## config.mk

```make
export PLATFORM = sky130hd
export DESIGN_NAME = hand_datapath
export DESIGN_NICKNAME = d
export VERILOG_FILES = /design/src/rtl/baccarat_pkg.sv /design/src/rtl/card7seg.sv /design/src/rtl/hand_datapath.sv
export SDC_FILE = /design/constraint.sdc
export NUM_CORES = 1
export LEC_CHECK = 0
export BUFFER_PORTS_ARGS = -buffer_cell sky130_fd_sc_hd__buf_2
export CAP_MARGIN = 10
export CELL_PAD_IN_SITES_DETAIL_PLACEMENT = 1
export CELL_PAD_IN_SITES_GLOBAL_PLACEMENT = 1
export CORE_MARGIN = 2
export CORE_UTILIZATION = 40
export CTS_CLUSTER_DIAMETER = 100
export DETAILED_ROUTE_END_ITERATION = 12
export HOLD_SLACK_MARGIN = 0.02
export PLACE_DENSITY_LB_ADDON = 0.2
export SLEW_MARGIN = 20
export SYNTH_ARGS = -nofsm -noshare
export SYNTH_HDL_FRONTEND = slang
export SYNTH_HIERARCHICAL = 1
export SYNTH_SLANG_ARGS = --single-unit
```

## constraint.sdc

```tcl
create_clock -name slow_clock -period 3.4 [get_ports slow_clock]
set_input_delay 0.34 -clock slow_clock [delete_from_list [all_inputs] [get_ports slow_clock]]
set_output_delay 0.34 -clock slow_clock [all_outputs]
set_load 0.005 [all_outputs]
```

## src/rtl/baccarat_pkg.sv

```systemverilog
// Shared baccarat card types, constants, glyphs and scoring helpers.
package baccarat_pkg;

  typedef logic [3:0] card_t;

  localparam card_t CARD_EMPTY = 4'd0;
  localparam card_t CARD_ACE   = 4'd1;
  localparam card_t CARD_KING  = 4'd13;

  // Active-low segments, bit order {g,f,e,d,c,b,a}
  localparam logic [6:0] SEG_BLANK = 7'b1111111;
  localparam logic [6:0] SEG_0     = 7'b1000000;
  localparam logic [6:0] SEG_2     = 7'b0100100;
  localparam logic [6:0] SEG_3     = 7'b0110000;
  localparam logic [6:0] SEG_4     = 7'b0011001;
  localparam logic [6:0] SEG_5     = 7'b0010010;
  localparam logic [6:0] SEG_6     = 7'b0000010;
  localparam logic [6:0] SEG_7     = 7'b1111000;
  localparam logic [6:0] SEG_8     = 7'b0000000;
  localparam logic [6:0] SEG_9     = 7'b0010000;
  localparam logic [6:0] SEG_A     = 7'b0001000;
  localparam logic [6:0] SEG_J     = 7'b1100001;
  localparam logic [6:0] SEG_Q     = 7'b0011000;
  localparam logic [6:0] SEG_H     = 7'b0001001;

  // Face cards, empty slots and out-of-range codes all score zero
  function automatic logic [3:0] card_value(input card_t card);
    if (card >= 4'd1 && card <= 4'd9) return card;
    return 4'd0;
  endfunction

  function automatic logic [3:0] hand_score(input card_t c1, input card_t c2, input card_t c3);
    logic [4:0] sum;
    sum = {1'b0, card_value(c1)} + {1'b0, card_value(c2)} + {1'b0, card_value(c3)};
    if (sum >= 5'd20)      sum = sum - 5'd20;
    else if (sum >= 5'd10) sum = sum - 5'd10;
    return sum[3:0];
  endfunction

endpackage

```

## src/rtl/card7seg.sv

```systemverilog
// Combinational card code to active-low seven-segment glyph decoder.
module card7seg
  import baccarat_pkg::*;
(
  input  card_t      card,
  output logic [6:0] seg
);

  always_comb begin
    seg = SEG_BLANK;
    case (card)
      4'd1:    seg = SEG_A;
      4'd2:    seg = SEG_2;
      4'd3:    seg = SEG_3;
      4'd4:    seg = SEG_4;
      4'd5:    seg = SEG_5;
      4'd6:    seg = SEG_6;
      4'd7:    seg = SEG_7;
      4'd8:    seg = SEG_8;
      4'd9:    seg = SEG_9;
      4'd10:   seg = SEG_0;
      4'd11:   seg = SEG_J;
      4'd12:   seg = SEG_Q;
      4'd13:   seg = SEG_H;
      default: seg = SEG_BLANK;
    endcase
  end

endmodule

```

## src/rtl/hand_datapath.sv

```systemverilog
// Baccarat hand datapath: six card slots, hand scores and per-slot displays.
// Define HAND_DATAPATH_EXT_CARD_EN to take cards from new_card instead of the internal shoe.
module hand_datapath
  import baccarat_pkg::*;
(
  input  logic       slow_clock,
  input  logic       resetb,
  input  logic       load_pcard1,
  input  logic       load_pcard2,
  input  logic       load_pcard3,
  input  logic       load_dcard1,
  input  logic       load_dcard2,
  input  logic       load_dcard3,
`ifdef HAND_DATAPATH_EXT_CARD_EN
  input  logic [3:0] new_card,
`endif
  output logic [3:0] pcard3,
  output logic [3:0] pscore,
  output logic [3:0] dscore,
  output logic [2:0] cards_dealt,
  output logic [6:0] HEX0,
  output logic [6:0] HEX1,
  output logic [6:0] HEX2,
  output logic [6:0] HEX3,
  output logic [6:0] HEX4,
  output logic [6:0] HEX5
);

  logic [5:0] load_vec;
  card_t      capture_card;
  card_t      slot_reg [6];
  logic [6:0] hex_seg  [6];
  logic [2:0] cards_dealt_reg;

  assign load_vec = {load_dcard3, load_dcard2, load_dcard1,
                     load_pcard3, load_pcard2, load_pcard1};

`ifdef HAND_DATAPATH_EXT_CARD_EN
  // Codes 14-15 are not real cards; store them as an empty slot
  assign capture_card = (new_card > CARD_KING) ? CARD_EMPTY : new_card;
`else
  card_t shoe_reg;

  always_ff @(posedge slow_clock or negedge resetb) begin
    if (!resetb)                  shoe_reg <= CARD_ACE;
    else if (shoe_reg == CARD_KING) shoe_reg <= CARD_ACE;
    else                          shoe_reg <= shoe_reg + 4'd1;
  end

  assign capture_card = shoe_reg;
`endif

  generate
    for (genvar gi = 0; gi < 6; gi++) begin : g_slot
      always_ff @(posedge slow_clock or negedge resetb) begin
        if (!resetb)          slot_reg[gi] <= CARD_EMPTY;
        else if (load_vec[gi]) slot_reg[gi] <= capture_card;
      end

      card7seg u_card7seg (
        .card (slot_reg[gi]),
        .seg  (hex_seg[gi])
      );
    end
  endgenerate

  always_ff @(posedge slow_clock or negedge resetb) begin
    if (!resetb)
      cards_dealt_reg <= 3'd0;
    else if ((|load_vec) && (cards_dealt_reg != 3'd6))
      cards_dealt_reg <= cards_dealt_reg + 3'd1;
  end

  assign cards_dealt = cards_dealt_reg;
  assign pcard3      = slot_reg[2];
  assign pscore      = hand_score(slot_reg[0], slot_reg[1], slot_reg[2]);
  assign dscore      = hand_score(slot_reg[3], slot_reg[4], slot_reg[5]);

  assign HEX0 = hex_seg[0];
  assign HEX1 = hex_seg[1];
  assign HEX2 = hex_seg[2];
  assign HEX3 = hex_seg[3];
  assign HEX4 = hex_seg[4];
  assign HEX5 = hex_seg[5];

endmodule

```

==> impl_metrics.tcl <==
set metrics [dict create \
    ys_seq_area_share_pct 20.9 \
    cts_hold_buf 0 \
    async_flop_share_pct 100 \
    timing.fmax_ghz 0.271 \
    tritoncts "built" \
    period_share_pct 109 \
    pre_cts_ws_ns -0.123 \
    place_congestion 0.780 \
    chipHeight_um 100 \
    syn-cell-area_um2 3720 \
    core_region_area_um2 9110 \
    postLayoutCoreUtil_pct 52.6 \
    leakage_nw 2.32 \
    post_drt_wl_per_cell_um 15.5 \
    postLayoutCellArea_um2 4790 \
    slew_viol_final 0 \
    regArea_um2 788 \
    violations "negative setup slack" \
    switching_share_pct 38.3 \
    place_inst 589 \
    p_int_mw 1.01 \
    rsz0062_at_grt "yes" \
    hpwlAfterDp_mm 6.82 \
    clock-sinks 31 \
    ir_drop_mv 0.321 \
    p_sw_mw 0.624 \
    cts_made_buffers 5 \
    syn-instance-count 396 \
    vias 3281 \
    yosys_warnings 6 \
    outcome "finished with violations" \
    synth_area_per_cell_um2 9.38 \
    synth_cell_types 50 \
    drive_gt1_share_pct 45.0 \
    synth_top_area_share_pct 20.2 \
    wirelength_mm 9.50 \
    p_seq_share_pct 27.3 \
    diodes 0 \
    synth_flop_cell "dfrtp_1" \
    final_cell_count_no_fill 611 \
    power_density_nw_per_um2 340 \
    synth_top_cell_by_area "dfrtp_1" \
    setup_slack_ns -0.297 \
    hold_path.class "in2async" \
    overflow 0 \
    finalClockSkew_ns 0.00830 \
    antenna_found_initial 0 \
    grt_usage_pct 18.9 \
    cp-end-kind "primary output" \
    crit_type "reg2out" \
    pwr-share-comb_pct 55.7 \
    grt_max_degree 32 \
    cp.arrival_ns 3.36 \
    synthToLayoutAreaGrowth_pct 29.0 \
    syn_nets 470 \
    largest_reg_flops 20 \
    crit_fanout 5 \
    yosys-top-cells-area "dfrtp_1 20%, ha_1 19%, mux2_2 9.4%, fa_1 5.4%, mux2i_1 4.3%" \
    die_width_um 100 \
    drc 0 \
    multi_input_area_um2 2930 \
    postRouteAntennaNets 0 \
    die_area_um2 10100 \
    placementRows 35 \
    grt_pass1_vias 3214 \
    slew_headroom_pct 53.3 \
    hold_violations 0 \
    clkTransAtPathRegs_ns 0.07 \
    first_iter_violations 87 \
    portBuffers 64 \
    nFillCells 1067 \
    grt_pass1_wl_mm 15.7 \
    ctsHtreeMaxLevel 2 \
    fin_crit_ns 3.70 \
    cap_violations 0 \
    crit-reg2reg-launch "capture_card[0]" \
    synth_edf_count 0 \
    ios 65 \
    placed_area_um2 4310 \
    insertion_delay_ns 0.28 \
    worstMarginPinSlew_ns 0.701 \
    num-nets-final 573 \
    post-layout-total-power_mw 1.63 \
    worstReg2RegEnd "capture_card[1]" \
    setup_viol 6 \
    vias_per_cell 5.37 \
    clk_path_buf_depth 2 \
    dr.pass1.iters 5 \
    r2r_slack_ns 2.28 \
    initial_core_util_pct 40.8 \
    startpoint_type "register" \
    pwr-share-clk_pct 17.0 \
    clockRootBuffer "clkbuf_8" \
    whs_ns 0.103 \
    tns_ns -0.984 \
    reg2reg_depth 1 \
    ys_seq_elements 31 \
    required_ns 3.06 \
]
[power groups by stage]
| stage | combinational (mW) | sequential [mW] | clock, mW |
|---|---|---|---|
| after floorplan | 0.457 | 0.456 | 0 |
| after global placement | 0.708 | 0.444 | 0 |
| after detailed placement | 0.742 | 0.447 | 0 |
| after CTS | 0.848 | 0.444 | 0.285 |
| after global routing | 1.01 | 0.452 | 0.301 |
| final | 0.909 | 0.445 | 0.277 |
[worst max-delay path by stage]
stage               slack [ns]        end        start  cells past startpoint
floorplan                0.005  dscore[1]  slot_reg[5]                     11
global placement         -0.03  dscore[1]  slot_reg[7]                     13
detailed placement       -0.12  dscore[1]  slot_reg[5]                     12
CTS                      -0.29  dscore[1]  slot_reg[5]                     12
global route             -0.43  dscore[1]  slot_reg[1]                     12
finish                   -0.30  dscore[1]  slot_reg[5]                     12
[area by class of cell]
type	count	area share, %
flip-flops and latches	31	16.4
multi-input cells	316	61.2
inverters	29	2.53
clock buffers	5	1.44
well taps	111	2.90
repair buffers	116	15.2
clock inverters	3	0.313
[timing repair]
item / in CTS / in global routing
hold endpoints to repair: 0 / 0
pin swaps: 25 / 12
setup buffers: 14 / 3
resized for setup: 57 / 22
endpoints found under the setup margin: 6 / 6
[metal layers]
layer	vias up	part of all wire [%]	global-route usage (%)
met4	0	1.3	2.95
li1	1596	-	-
met2	53	49	33.6
met3	16	2.9	2.51
met1	1616	47	24.9
met5	-	0	0
[cell usage after synthesis, types with 2 or more instances]
library cell  count
o211ai_1          3
inv_4             4
a211o_1           2
fa_1             10
and2_1            7
nor4_1            4
a221oi_2          5
nand2b_1          9
nand3_1           7
buf_4             9
nor2_1           15
dfrtp_1          30
a21o_1            6
a21oi_1          20
buf_6             6
inv_1            25
o21ai_0          30
ha_1             56
nor3b_1           9
o31ai_1          11
a31oi_1           7
nand2_1          27
clkbuf_1          4
mux2_2           31
nor2b_1          14
and3_1            5
mux2i_1          16
or3_1             2
[cell usage in the layout (no fill, tap or decap), types with 4 or more instances in the layout]
cell / n
a21o_1: 6
ha_4: 5
nor3b_2: 6
fa_1: 6
nor2b_4: 7
nand3_1: 7
buf_4: 47
nand2_1: 27
clkbuf_8: 5
o21ai_1: 5
a221oi_2: 5
o31ai_1: 11
mux2i_1: 16
fa_2: 4
nor2_1: 14
mux2_2: 31
a21oi_1: 17
dfrtp_1: 21
nand2b_1: 9
and3_1: 5
buf_2: 64
inv_1: 22
o21ai_0: 23
and2_1: 5
ha_1: 49
dfrtp_2: 9
buf_6: 5
a31oi_1: 7
nor2b_1: 6
inv_4: 5
[kinds of logic (layout without fill, tap and decap cells)]
group                      Yosys count  after routing  share of synthesized area [%]
DFF                                 31             31                           20.9
buffers and inverters               49            153                           7.37
and+or+nand+nor                    106            106                           15.5
xor gates and xnor gates             3              3                          0.909
AOI/OAI and AO/OA                   92             92                           16.3
muxes                               49             49                           14.8
adders and majority gates           66             66                           24.2
[critical path: stages (launching register included)]
cell      delay [ns]
dfrtp_2         0.44
nor2b_4         0.14
fa_1            0.50
ha_4            0.20
fa_2            0.41
xor2_2          0.17
inv_2           0.07
ha_4            0.15
nor3b_4         0.14
or4_1           0.40
a211o_1         0.28
o211ai_2        0.06
buf_2           0.13
No activity file was read; power rests on OpenSTA's default activity.
